`src/rtl/alu_seq_pkg.sv`:
```
// Shared op codes, FSM state type and op classification for the sequenced ALU.
package alu_seq_pkg;

    localparam logic [3:0] OP_ADD  = 4'd0;
    localparam logic [3:0] OP_SUB  = 4'd1;
    localparam logic [3:0] OP_AND  = 4'd2;
    localparam logic [3:0] OP_OR   = 4'd3;
    localparam logic [3:0] OP_XOR  = 4'd4;
    localparam logic [3:0] OP_NOR  = 4'd5;
    localparam logic [3:0] OP_SLT  = 4'd6;
    localparam logic [3:0] OP_SLTU = 4'd7;
    localparam logic [3:0] OP_SLL  = 4'd8;
    localparam logic [3:0] OP_SRL  = 4'd9;
    localparam logic [3:0] OP_SRA  = 4'd10;
    localparam logic [3:0] OP_MULU = 4'd11;
    localparam logic [3:0] OP_DIVU = 4'd12;
    localparam logic [3:0] OP_REMU = 4'd13;

    typedef enum logic [1:0] {
        S_IDLE,
        S_BUSY,
        S_DONE
    } state_e;

    function automatic logic is_multicycle(input logic [3:0] op);
        return (op == OP_MULU) || (op == OP_DIVU) || (op == OP_REMU);
    endfunction

endpackage

```
`src/rtl/alu_seq_if.sv`:
```
// Operand/result handshake bundle between the datapath stages and the ALU.
interface alu_seq_if #(
    parameter int unsigned W = 32
);
    logic         in_valid;
    logic         in_ready;
    logic [3:0]   op;
    logic [W-1:0] a;
    logic [W-1:0] b;
    logic         out_valid;
    logic         out_ready;
    logic [W-1:0] out;
    logic         zero;
    logic         overflow;
    logic         carry;
    logic         div0;
    logic         illegal;

    modport master (
        output in_valid, op, a, b, out_ready,
        input  in_ready, out_valid, out, zero, overflow, carry, div0, illegal
    );

    modport slave (
        input  in_valid, op, a, b, out_ready,
        output in_ready, out_valid, out, zero, overflow, carry, div0, illegal
    );

endinterface

```
`src/rtl/muldiv_iter.sv`:
```
// Iterative engine: shift-add multiply and restoring divide, one bit per cycle.
module muldiv_iter
    import alu_seq_pkg::*;
#(
    parameter int unsigned W = 32
) (
    input  logic         m_clock,
    input  logic         p_reset,
    input  logic         start,
    input  logic [3:0]   op,
    input  logic [W-1:0] a,
    input  logic [W-1:0] b,
    output logic         busy,
    output logic         done,
    output logic [W-1:0] result,
    output logic         div0
);
    localparam int unsigned CW = $clog2(W);

    logic          busy_q, is_mul_q, is_rem_q, div0_q;
    logic [CW-1:0] cnt_q;
    // acc: product or partial remainder; opa: multiplicand or dividend/quotient;
    // opb: multiplier (shifted) or divisor (fixed).
    logic [W-1:0]  acc_q, opa_q, opb_q;
    logic [W-1:0]  acc_n, opa_n, opb_n;
    logic [W:0]    rem_sh, rem_diff;

    always_comb begin
        acc_n    = acc_q;
        opa_n    = opa_q;
        opb_n    = opb_q;
        rem_sh   = {acc_q, opa_q[W-1]};
        rem_diff = rem_sh - {1'b0, opb_q};
        if (is_mul_q) begin
            acc_n = acc_q + (opb_q[0] ? opa_q : '0);
            opa_n = opa_q << 1;
            opb_n = opb_q >> 1;
        end else begin
            // Restore when the trial subtraction goes negative.
            acc_n = rem_diff[W] ? rem_sh[W-1:0] : rem_diff[W-1:0];
            opa_n = {opa_q[W-2:0], ~rem_diff[W]};
        end
    end

    assign busy   = busy_q;
    assign done   = busy_q && (cnt_q == CW'(W - 1));
    assign result = (is_mul_q || is_rem_q) ? acc_n : opa_n;
    assign div0   = div0_q;

    always_ff @(posedge m_clock or negedge p_reset) begin
        if (!p_reset) begin
            busy_q   <= 1'b0;
            is_mul_q <= 1'b0;
            is_rem_q <= 1'b0;
            div0_q   <= 1'b0;
            cnt_q    <= '0;
            acc_q    <= '0;
            opa_q    <= '0;
            opb_q    <= '0;
        end else if (start) begin
            busy_q   <= 1'b1;
            is_mul_q <= (op == OP_MULU);
            is_rem_q <= (op == OP_REMU);
            div0_q   <= (op != OP_MULU) && (b == '0);
            cnt_q    <= '0;
            acc_q    <= '0;
            opa_q    <= a;
            opb_q    <= b;
        end else if (busy_q) begin
            acc_q <= acc_n;
            opa_q <= opa_n;
            opb_q <= opb_n;
            cnt_q <= cnt_q + CW'(1);
            if (done) begin
                busy_q <= 1'b0;
            end
        end
    end

endmodule

```
`src/rtl/alu_seq.sv`:
```
// Handshaked ALU: single-cycle logic/arith/shift ops plus iterative MULU/DIVU/REMU,
// with a registered result and flag stage.
module alu_seq
    import alu_seq_pkg::*;
#(
    parameter int unsigned W = 32
) (
    input  logic     m_clock,
    input  logic     p_reset,
    alu_seq_if.slave bus
);
    localparam int unsigned SW = $clog2(W);

    state_e        state_q, state_d;
    logic          accept, multi, eng_start;
    logic [W:0]    sum, diff;
    logic [SW-1:0] shamt;
    logic [W-1:0]  res;
    logic          ovf, cy, ill;
    logic          eng_busy, eng_done, eng_div0;
    logic [W-1:0]  eng_result;
    logic [W-1:0]  out_q;
    logic          zero_q, ovf_q, cy_q, div0_q, ill_q;

    assign bus.in_ready = (state_q == S_IDLE) || ((state_q == S_DONE) && bus.out_ready);
    assign accept       = bus.in_valid && bus.in_ready;
    assign multi        = is_multicycle(bus.op);
    assign eng_start    = accept && multi;

    assign sum   = {1'b0, bus.a} + {1'b0, bus.b};
    assign diff  = {1'b0, bus.a} - {1'b0, bus.b};
    assign shamt = bus.b[SW-1:0];

    always_comb begin
        res = '0;
        ovf = 1'b0;
        cy  = 1'b0;
        ill = 1'b0;
        case (bus.op)
            OP_ADD: begin
                res = sum[W-1:0];
                cy  = sum[W];
                ovf = (bus.a[W-1] == bus.b[W-1]) && (sum[W-1] != bus.a[W-1]);
            end
            OP_SUB: begin
                res = diff[W-1:0];
                cy  = ~diff[W];
                ovf = (bus.a[W-1] != bus.b[W-1]) && (diff[W-1] != bus.a[W-1]);
            end
            OP_AND:  res = bus.a & bus.b;
            OP_OR:   res = bus.a | bus.b;
            OP_XOR:  res = bus.a ^ bus.b;
            OP_NOR:  res = ~(bus.a | bus.b);
            OP_SLT:  res = {{(W-1){1'b0}}, ($signed(bus.a) < $signed(bus.b))};
            OP_SLTU: res = {{(W-1){1'b0}}, (bus.a < bus.b)};
            OP_SLL:  res = bus.a << shamt;
            OP_SRL:  res = bus.a >> shamt;
            OP_SRA:  res = $signed(bus.a) >>> shamt;
            OP_MULU, OP_DIVU, OP_REMU: res = '0;
            default: ill = 1'b1;
        endcase
    end

    muldiv_iter #(
        .W(W)
    ) u_muldiv (
        .m_clock(m_clock),
        .p_reset(p_reset),
        .start  (eng_start),
        .op     (bus.op),
        .a      (bus.a),
        .b      (bus.b),
        .busy   (eng_busy),
        .done   (eng_done),
        .result (eng_result),
        .div0   (eng_div0)
    );

    always_comb begin
        state_d = state_q;
        unique case (state_q)
            S_IDLE, S_DONE: begin
                if (accept) begin
                    state_d = multi ? S_BUSY : S_DONE;
                end else if (state_q == S_DONE && bus.out_ready) begin
                    state_d = S_IDLE;
                end
            end
            S_BUSY: begin
                if (eng_done) begin
                    state_d = S_DONE;
                end else if (!eng_busy) begin
                    state_d = S_IDLE;
                end
            end
            default: state_d = S_IDLE;
        endcase
    end

    always_ff @(posedge m_clock or negedge p_reset) begin
        if (!p_reset) begin
            state_q <= S_IDLE;
            out_q   <= '0;
            zero_q  <= 1'b0;
            ovf_q   <= 1'b0;
            cy_q    <= 1'b0;
            div0_q  <= 1'b0;
            ill_q   <= 1'b0;
        end else begin
            state_q <= state_d;
            if (accept && !multi) begin
                out_q  <= res;
                zero_q <= (res == '0) && !ill;
                ovf_q  <= ovf;
                cy_q   <= cy;
                div0_q <= 1'b0;
                ill_q  <= ill;
            end else if (eng_done) begin
                out_q  <= eng_result;
                zero_q <= (eng_result == '0);
                ovf_q  <= 1'b0;
                cy_q   <= 1'b0;
                div0_q <= eng_div0;
                ill_q  <= 1'b0;
            end
        end
    end

    assign bus.out_valid = (state_q == S_DONE);
    assign bus.out       = out_q;
    assign bus.zero      = zero_q;
    assign bus.overflow  = ovf_q;
    assign bus.carry     = cy_q;
    assign bus.div0      = div0_q;
    assign bus.illegal   = ill_q;

endmodule

```
`src/flat_wrapper.sv`:
```
// flat-port wrapper written by rule: the top's interface ports become plain ports
module alu_seq_flat import alu_seq_pkg::*;
#(
    parameter int unsigned W = 32
)
  (m_clock, p_reset, bus_in_valid, bus_op, bus_a, bus_b, bus_out_ready, bus_in_ready, bus_out_valid, bus_out, bus_zero, bus_overflow, bus_carry, bus_div0, bus_illegal);
  alu_seq_if #(.W(W)) bus_i ();
  input  logic m_clock;
  input  logic p_reset;
  input wire logic [$bits(bus_i.in_valid)-1:0] bus_in_valid;
  input wire logic [$bits(bus_i.op)-1:0] bus_op;
  input wire logic [$bits(bus_i.a)-1:0] bus_a;
  input wire logic [$bits(bus_i.b)-1:0] bus_b;
  input wire logic [$bits(bus_i.out_ready)-1:0] bus_out_ready;
  output wire logic [$bits(bus_i.in_ready)-1:0] bus_in_ready;
  output wire logic [$bits(bus_i.out_valid)-1:0] bus_out_valid;
  output wire logic [$bits(bus_i.out)-1:0] bus_out;
  output wire logic [$bits(bus_i.zero)-1:0] bus_zero;
  output wire logic [$bits(bus_i.overflow)-1:0] bus_overflow;
  output wire logic [$bits(bus_i.carry)-1:0] bus_carry;
  output wire logic [$bits(bus_i.div0)-1:0] bus_div0;
  output wire logic [$bits(bus_i.illegal)-1:0] bus_illegal;
  assign bus_i.in_valid = bus_in_valid;
  assign bus_i.op = bus_op;
  assign bus_i.a = bus_a;
  assign bus_i.b = bus_b;
  assign bus_i.out_ready = bus_out_ready;
  assign bus_in_ready = bus_i.in_ready;
  assign bus_out_valid = bus_i.out_valid;
  assign bus_out = bus_i.out;
  assign bus_zero = bus_i.zero;
  assign bus_overflow = bus_i.overflow;
  assign bus_carry = bus_i.carry;
  assign bus_div0 = bus_i.div0;
  assign bus_illegal = bus_i.illegal;
  alu_seq #(.W(W)) u_core (.m_clock(m_clock), .p_reset(p_reset), .bus(bus_i));
endmodule
```
`config.mk`:
```
export PLATFORM = sky130hd
export DESIGN_NAME = alu_seq_flat
export DESIGN_NICKNAME = d
export VERILOG_FILES = /design/src/rtl/alu_seq_pkg.sv /design/src/rtl/alu_seq_if.sv /design/src/rtl/muldiv_iter.sv /design/src/rtl/alu_seq.sv /design/src/flat_wrapper.sv
export SDC_FILE = /design/constraint.sdc
export NUM_CORES = 1
export LEC_CHECK = 0
export ABC_AREA = 1
export BUFFER_PORTS_ARGS = -buffer_cell sky130_fd_sc_hd__buf_2
export CAP_MARGIN = 5
export CELL_PAD_IN_SITES_DETAIL_PLACEMENT = 0
export CELL_PAD_IN_SITES_GLOBAL_PLACEMENT = 1
export CORE_ASPECT_RATIO = 1.5
export CORE_MARGIN = 4
export CORE_UTILIZATION = 40
export DETAILED_ROUTE_END_ITERATION = 8
export GPL_TIMING_DRIVEN = 0
export PLACE_DENSITY_LB_ADDON = 0.1
export REMOVE_ABC_BUFFERS = 1
export SETUP_SLACK_MARGIN = 0.15
export SYNTH_ARGS = -nofsm -noshare
export SYNTH_HDL_FRONTEND = slang
export SYNTH_HIERARCHICAL = 1
export SYNTH_SLANG_ARGS = --single-unit
```
`constraint.sdc`:
```
create_clock -name m_clock -period 2.95 [get_ports m_clock]
set_clock_uncertainty 0.1 [all_clocks]
set_input_delay 0.4425 -clock m_clock [delete_from_list [all_inputs] [get_ports m_clock]]
set_output_delay 0.4425 -clock m_clock [all_outputs]
set_load 0.005 [all_outputs]
```
* Word-level counts from Yosys, hierarchy flattened
Index checks and enable logic that the tools add are counted.
** Cells by class
- $add $sub $neg :: 5
- Magnitude comparators :: 2
- Eq/ne operators :: 23
- Shifts and indexed selects :: 3
- Multiplexer cells :: 37
- Bitwise gates (word level) :: 6
- Reduce and logical (&&, ||, !) cells :: 26
** Operators by type and width (count)
- $mux 32 :: 13
- $pmux 32 s11 :: 1
- $logic_not 32->1 :: 3
- $lt 32x32->1 :: 2
- $add 32x32->33 :: 1
- $sub 32x32->33 :: 1
- $sub 33x32->33 :: 1
- $add 32x32->32 :: 1
- $and 32x32->32 :: 1
- $not 32->32 :: 1
- $or 32x32->32 :: 1
- $shl 32x5->32 :: 1
- $shr 32x5->32 :: 1
- $sshr 32x5->32 :: 1
- $xor 32x32->32 :: 1
- $eq 4x4->1 const B :: 6
- $eq 4x3->1 const B :: 4
- $reduce_or 14->1 :: 1
- $mux 1 :: 13
- $mux 2 :: 5
- $mux 5 :: 2
- $logic_and 1x1->1 :: 9
- $eq 4x2->1 const B :: 2
- $reduce_bool 2->1 :: 3
- other kinds (19) :: 27
** Word-level totals
- Flip-flop bits (word level) :: 144
- Bits of input ports :: 72
- Output and inout port bits :: 39
- Logic and storage cells :: 117

* Longest topological paths before layout
- Depth in word-level cells :: 7
- Mapped depth :: 26
- Gate-level depth less buffers :: 25

* By module
The synthesis kept the hierarchy.
** By module, submodules not included
- alu_seq :: instances 1, cells each 2323, area each 12077.8 µm², seq. area each 975.9 µm²
- muldiv_iter :: instances 1, cells each 1762, area each 10573.9 µm², seq. area each 2627.5 µm²

* Worst setup path before layout
Ideal clock, no wire load.
- Kind :: input -> register
- Start :: input port bus_b[4]
- End :: register u_core.zero_q (netlist: u_core/bus.zero)
- Library setup time :: 73 ps
- Data arrival time :: 2962 ps
- Data required time :: 2777 ps
- Path slack :: -185 ps
- Stages on the path :: 23
- Buffers on the path :: 4
- Path through :: buf_2 inv_1 buf_2 clkbuf_1 ha_1 buf_2 nor2_1 nand3_1 nand3_1 nand2_1 nand2_1 nand2_1 nand2b_1 nand2_1 nand3_1 nand2_1 nor2_1 nand2_1 nor2_1 nand2_1 nor2_1 nand2_1 a21oi_2
** On the way
- Cells in the longest elaborated chain, start to end :: 6
- Elaborated cells on any way between the ends :: 15
- Those cells by class :: add/sub: 2; order compare: 2; shift: 3; mux: 2; bitwise: 4; reduce/logical: 2
** Ends and longest elaborated chain
- start: declaration :: RTL line flat_wrapper.sv:13 : input wire logic [$bits(bus_i.b)-1:0] bus_b;
- branches (longest 2 deep; another with $sub 32x32->33)
- $pmux 32 s11 (*) :: RTL line alu_seq.sv:39 : case (bus.op)
- $logic_not 32->1 (*) :: RTL line alu_seq.sv:113 : zero_q <= (res == '0) && !ill;
- $logic_and 1x1->1 (*) :: RTL line alu_seq.sv:113
- $mux 1 (*) :: RTL line alu_seq.sv:111 : if (accept && !multi) begin
- end signal: assignment :: RTL line alu_seq.sv:113
- end signal: assignment :: RTL line alu_seq.sv:120 : zero_q <= (eng_result == '0);
- end: declaration :: RTL line alu_seq.sv:23 : logic zero_q, ovf_q, cy_q, div0_q, ill_q;
Every way passes the cells marked *.
A chain may end at the register's enable or synchronous reset.

* Worst setup path in the final report
- Start :: register u_core.u_muldiv.opa_q[31]
- End :: register u_core.zero_q (netlist: u_core/bus.zero)
** On the way
- Cells in the longest elaborated chain, start to end :: 7
- Elaborated cells on any way between the ends :: 11
- Those cells by class :: add/sub: 2; mux: 7; bitwise: 1; reduce/logical: 1
** Ends and longest elaborated chain
- start: declaration :: RTL line muldiv_iter.sv:24 : logic [W-1:0] acc_q, opa_q, opb_q;
- start signal: assignment :: RTL line muldiv_iter.sv:71 : opa_q <= opa_n;
- $sub 33x32->33 :: RTL line muldiv_iter.sv:33 : rem_diff = rem_sh - {1'b0, opb_q};
- $mux 32 :: RTL line muldiv_iter.sv:40 : acc_n = rem_diff[W] ? rem_sh[W-1:0] : rem_diff[W-1:0];
- $mux 32 :: RTL line muldiv_iter.sv:34 : if (is_mul_q) begin
- $mux 32 :: RTL line muldiv_iter.sv:47 : assign result = (is_mul_q || is_rem_q) ? acc_n : opa_n;
- via u_core.eng_result[15] :: RTL line alu_seq.sv:21 : logic [W-1:0] eng_result;
- $logic_not 32->1 :: RTL line alu_seq.sv:120
- $mux 1 :: RTL line alu_seq.sv:118 : end else if (eng_done) begin
- $mux 1 :: RTL line alu_seq.sv:111
The timed path passes the listed nets, and every way through them passes these cells. The select of a mux whose other input is x is not followed.

==> PnR_summary.wiki <==
{| class="wikitable"
! Metric !! Value
|-
| Iter 0 DRT Violations || approximately 2.2k
|-
| Relative max-transition margin || 0.118
|-
| Maximum clock path buffer count || 2
|-
| Initial Utilization || 0.405
|-
| Maximum Capacitance Violations || 0
|-
| Layout overhead on the synthesized area || 15.9%
|-
| Routability congestion estimate from global placement || ~1.0
|-
| Fill cell total of the finished layout || 6464
|-
| Clock transition at the registers of the reported paths || about 0.06 ns
|-
| Top routing layer in use || met4
|-
| Wire length of the first global-routing pass || approximately 170 mm
|-
| Fraction of final layout cells sized beyond drive strength 1 || 0.128
|-
| EDFF count, synth || 0
|-
| Main area contributors after synthesis || sky130_fd_sc_hd__nand2_1, sky130_fd_sc_hd__dfrtp_1, sky130_fd_sc_hd__nand3_1
|-
| Vias in the first global route || between 20k and 30k
|-
| Initial antenna violation count || 0
|-
| Reported leakage power || 14.0 nW
|-
| Half-perimeter wire length after placement || 94.3 mm
|-
| Die Outline Area || between 0.06 and 0.07 mm²
|-
| Post-synth top area share || 0.234
|-
| Hold Worst Slack || about 0.26 ns
|-
| Violations in the final reports || setup timing
|-
| Final setup margin || -0.954 ns
|-
| Arrival time at the worst endpoint || around 4.2 ns
|-
| Antenna Violating Nets Remaining || 0
|-
| Die span in x || approximately 200 µm
|-
| Summed instance area of the synthesized netlist || 0.0227 mm²
|-
| Mean routed wirelength per cell || approximately 24 µm
|-
| Number of iterations in the first detailed-routing pass || 6
|-
| Minimum setup slack after placement || -2.62 ns
|-
| I/O pin cnt || 111
|-
| Slew of the pin with the lowest slew margin || roughly 1.3 ns
|-
| Via density per instance || roughly 5.7
|-
| DRC Markers || 0
|-
| Final count of hold timing violations || 0
|-
| Status || finished, violations left
|-
| Async set or reset register ratio after synthesis || 1.00
|-
| Synth unique cells || 59
|-
| Gate count after technology mapping || ~4.1k
|-
| Number of levels the H-tree was split into || 4
|-
| Vias || between 20k and 30k
|-
| Sum of met2 wire segment lengths after detailed routing || slightly above 60 mm
|-
| Power per cell area || between 1000 and 1500 mW/mm²
|-
| Leftover overflow at the end of global routing || 0
|-
| Peak fanout along the critical path || 5
|-
| FF/Latch Area || between 0.003 and 0.004 mm²
|-
| Core Rows || between 100 and 150
|-
| Clock tree from TritonCTS || done
|-
| Global routing usage summed across all routing layers || 0.380
|-
| CTS Sinks || ~140
|-
| Capturing element type of the critical path || flop
|-
| Yosys top cell by area || sky130_fd_sc_hd__nand2_1
|-
| Footprint of the multi-input gates || between 0.015 and 0.02 mm²
|-
| Met3 WL post-DR || between 4 and 5 mm
|-
| Die height || 299 µm
|-
| Leading register cell type out of synthesis || sky130_fd_sc_hd__dfrtp_1
|-
| Post-synthesis sequential area ratio || 0.159
|-
| Number of buffers added by the clock tree synthesis step || 17
|-
| Area inside the core boundary || about 0.056 mm²
|-
| Class of the tightest hold or removal check || in2reg
|-
| Most frequent cell after synthesis || sky130_fd_sc_hd__nand2_1
|-
| Max frequency || roughly 0.26 GHz
|-
| Flip-flop and latch count after synthesis || between 100 and 150
|-
| RSZ-0062 raised after global routing || true
|-
| Worst setup path category || reg2reg
|-
| Syn. warnings || 6
|-
| Number of slew-limit violations in the final report || 0
|-
| Leading cell types by count after synthesis || sky130_fd_sc_hd__nand2_1, sky130_fd_sc_hd__nand3_1, sky130_fd_sc_hd__inv_1, sky130_fd_sc_hd__nor2_1, sky130_fd_sc_hd__ha_1
|-
| Routed wire length || about 120 mm
|-
| Fraction of the cycle the final worst path needs || 1.32
|-
| Nets || 4397
|-
| Number of failing setup endpoints in the final timing report || 45
|-
| Pin count of the biggest net entering global routing || a little under 90
|-
| Routed metal-1 wire length || just over 40 mm
|-
| Synthesized area per cell || between 5 and 6 µm²
|-
| Worst-skew pair later-pin latency || between 0.4 and 0.5 ns
|-
| Critical Path RT || 3.22 ns
|-
| Total of buffers placed on input and output ports || between 100 and 150
|-
| Final min period || about 3.9 ns
|-
| Peak ir drop on the vdd network || about 0.00050 V
|-
| Cell chosen for the clock root || sky130_fd_sc_hd__clkbuf_16
|-
| Inserted Diodes || 0
|-
| Startpoint type of the worst setup path || flop
|}
-- timing repair --
item | CTS | global route
hold buffers | 1 | 0
buffers inserted | 49 | 21
resized for setup | 196 | 142
endpoints found under the hold margin | 56 | 0
gates cloned | 9 | 1
pin swaps | 41 | 82
setup endpoints to repair | 142 | 128
-- where the power goes --
part | total (mW) | internal [mW] | switching [mW]
Combinational | 21.6 | 7.66 | 14.0
Sequential | 3.85 | 2.90 | 0.950
Clock | 2.23 | 1.25 | 0.979
-- cells by family (layout without fill, tap and decap cells) --
family / after synthesis / after routing / share of synthesized area
AO/OA/AOI/OAI: 501 / 501 / 0.129
flip-flops: 144 / 144 / 0.159
buffers and inverters: 726 / 797 / 0.131
AND/OR/NAND/NOR: 2519 / 2526 / 0.475
XOR/XNOR: 20 / 20 / 0.00773
adder cells (fa/ha/maj): 175 / 175 / 0.0980
-- per-layer routing --
layer | vias to the layer above | track usage
met4 | 0 | 0.330
met5 | - | 0
met2 | 1010 | 0.697
met3 | 403 | 0.0328
met1 | 13126 | 0.382
li1 | 13391 | -
-- sequential cells by signal (all words and copies together) (netlist names) --
signal / cells
u_core/u_muldiv/is_mul_q: 1
u_core/u_muldiv/is_rem_q: 1
u_core/u_muldiv/opb_q: 32
u_core/bus.illegal: 1
u_core/bus.zero: 1
u_core/state_q: 2
u_core/bus.carry: 1
u_core/u_muldiv/div0: 1
u_core/u_muldiv/cnt_q: 5
u_core/u_muldiv/busy: 1
u_core/bus.div0: 1
u_core/u_muldiv/opa_q: 32
u_core/bus.overflow: 1
u_core/bus.out: 32
u_core/u_muldiv/acc_q: 32
-- critical path, stage by stage, from the launching register on --
cell	delay (ns)
sky130_fd_sc_hd__dfrtp_1	0.38
sky130_fd_sc_hd__clkinvlp_4	0.29
sky130_fd_sc_hd__ha_4	0.27
sky130_fd_sc_hd__inv_4	0.05
sky130_fd_sc_hd__fa_2	0.20
sky130_fd_sc_hd__nand2_2	0.05
sky130_fd_sc_hd__nand2_2	0.09
sky130_fd_sc_hd__nand3_2	0.08
sky130_fd_sc_hd__nand2_4	0.12
sky130_fd_sc_hd__nand2_4	0.07
sky130_fd_sc_hd__nand2_8	0.11
sky130_fd_sc_hd__nand2_8	0.08
sky130_fd_sc_hd__nand2_8	0.14
sky130_fd_sc_hd__nand2_8	0.12
sky130_fd_sc_hd__buf_6	0.21
sky130_fd_sc_hd__nand3_2	0.06
sky130_fd_sc_hd__nand3_2	0.11
sky130_fd_sc_hd__nand2_4	0.14
sky130_fd_sc_hd__o21ai_4	0.08
sky130_fd_sc_hd__nor4_4	0.31
sky130_fd_sc_hd__nand4_1	0.30
sky130_fd_sc_hd__nor2_1	0.18
sky130_fd_sc_hd__a21oi_1	0.09
sky130_fd_sc_hd__a21oi_2	0.17
-- cell usage in the layout (no fill, tap or decap), types with 8 or more instances in the layout --
cell                            n
sky130_fd_sc_hd__o21ai_1       38
sky130_fd_sc_hd__nor2_1       286
sky130_fd_sc_hd__nand2_8        9
sky130_fd_sc_hd__buf_12        14
sky130_fd_sc_hd__ha_4          10
sky130_fd_sc_hd__o22ai_1       18
sky130_fd_sc_hd__and2_1        12
sky130_fd_sc_hd__inv_1        532
sky130_fd_sc_hd__o21ai_0      131
sky130_fd_sc_hd__o21bai_1      11
sky130_fd_sc_hd__o21ai_2       11
sky130_fd_sc_hd__dfrtp_1      142
sky130_fd_sc_hd__ha_1         156
sky130_fd_sc_hd__xor2_1        13
sky130_fd_sc_hd__a21oi_2       12
sky130_fd_sc_hd__o221ai_1      30
sky130_fd_sc_hd__nand3_4        8
sky130_fd_sc_hd__nor2_4        20
sky130_fd_sc_hd__o211ai_1      51
sky130_fd_sc_hd__nand2_1     1313
sky130_fd_sc_hd__buf_2        104
sky130_fd_sc_hd__nor4_1        10
sky130_fd_sc_hd__nand3b_1      19
sky130_fd_sc_hd__nor2_2        11
sky130_fd_sc_hd__a21oi_1      158
sky130_fd_sc_hd__buf_4         42
sky130_fd_sc_hd__clkbuf_16     18
sky130_fd_sc_hd__nand3_2       35
sky130_fd_sc_hd__nand2_4       17
sky130_fd_sc_hd__nor3_1        37
sky130_fd_sc_hd__nand3_1      569
sky130_fd_sc_hd__inv_2         21
sky130_fd_sc_hd__nand2_2      104
sky130_fd_sc_hd__buf_6         24
sky130_fd_sc_hd__nand4_1       54
sky130_fd_sc_hd__clkinvlp_4     8
-- metrics by stage --
stage | power, mW | cell area (µm²) | TNS [ns] | std cells | utilization
after floorplan | 14.8 | 21800 | -207.44 | 3927 | -
after global placement | 20.0 | 23300 | -874.92 | 4793 | 0.417
after detailed placement | 20.3 | 23700 | -149.43 | 4806 | 0.423
after CTS | 25.8 | 25500 | -11.13 | 4897 | 0.456
after global routing | 29.9 | 26300 | -18.37 | 4919 | 0.469
final | 27.7 | 26300 | -11.53 | 4919 | 0.469
-- path summary, 6_finish.rpt --
kind	slack, ns	endpoint	cells past startpoint	start
min	0.26	u_core/u_muldiv/opb_q[27]	3	bus_b[27]
max	-0.95	u_core/bus.zero	23	u_core/u_muldiv/opa_q[31]
min reg2reg	0.38	u_core/bus.overflow	1	u_core/bus.overflow
max in group asynchronous	1.40	u_core/u_muldiv/is_mul_q	3	p_reset
min in group asynchronous	0.44	u_core/u_muldiv/opb_q[30]	2	p_reset
max reg2reg	-0.95	u_core/bus.zero	23	u_core/u_muldiv/opa_q[31]
-- final cells by class --
cell class                 count  area share
clock buffer                  20      0.0178
clock inverter                12     0.00462
inverter                     568      0.0835
multi-input combinational   3222       0.659
sequential                   144       0.137
tap                          756      0.0360
timing repair buffer         195      0.0617
timing repair inverter         2    0.000476
No activity file was read; power rests on OpenSTA's default activity.
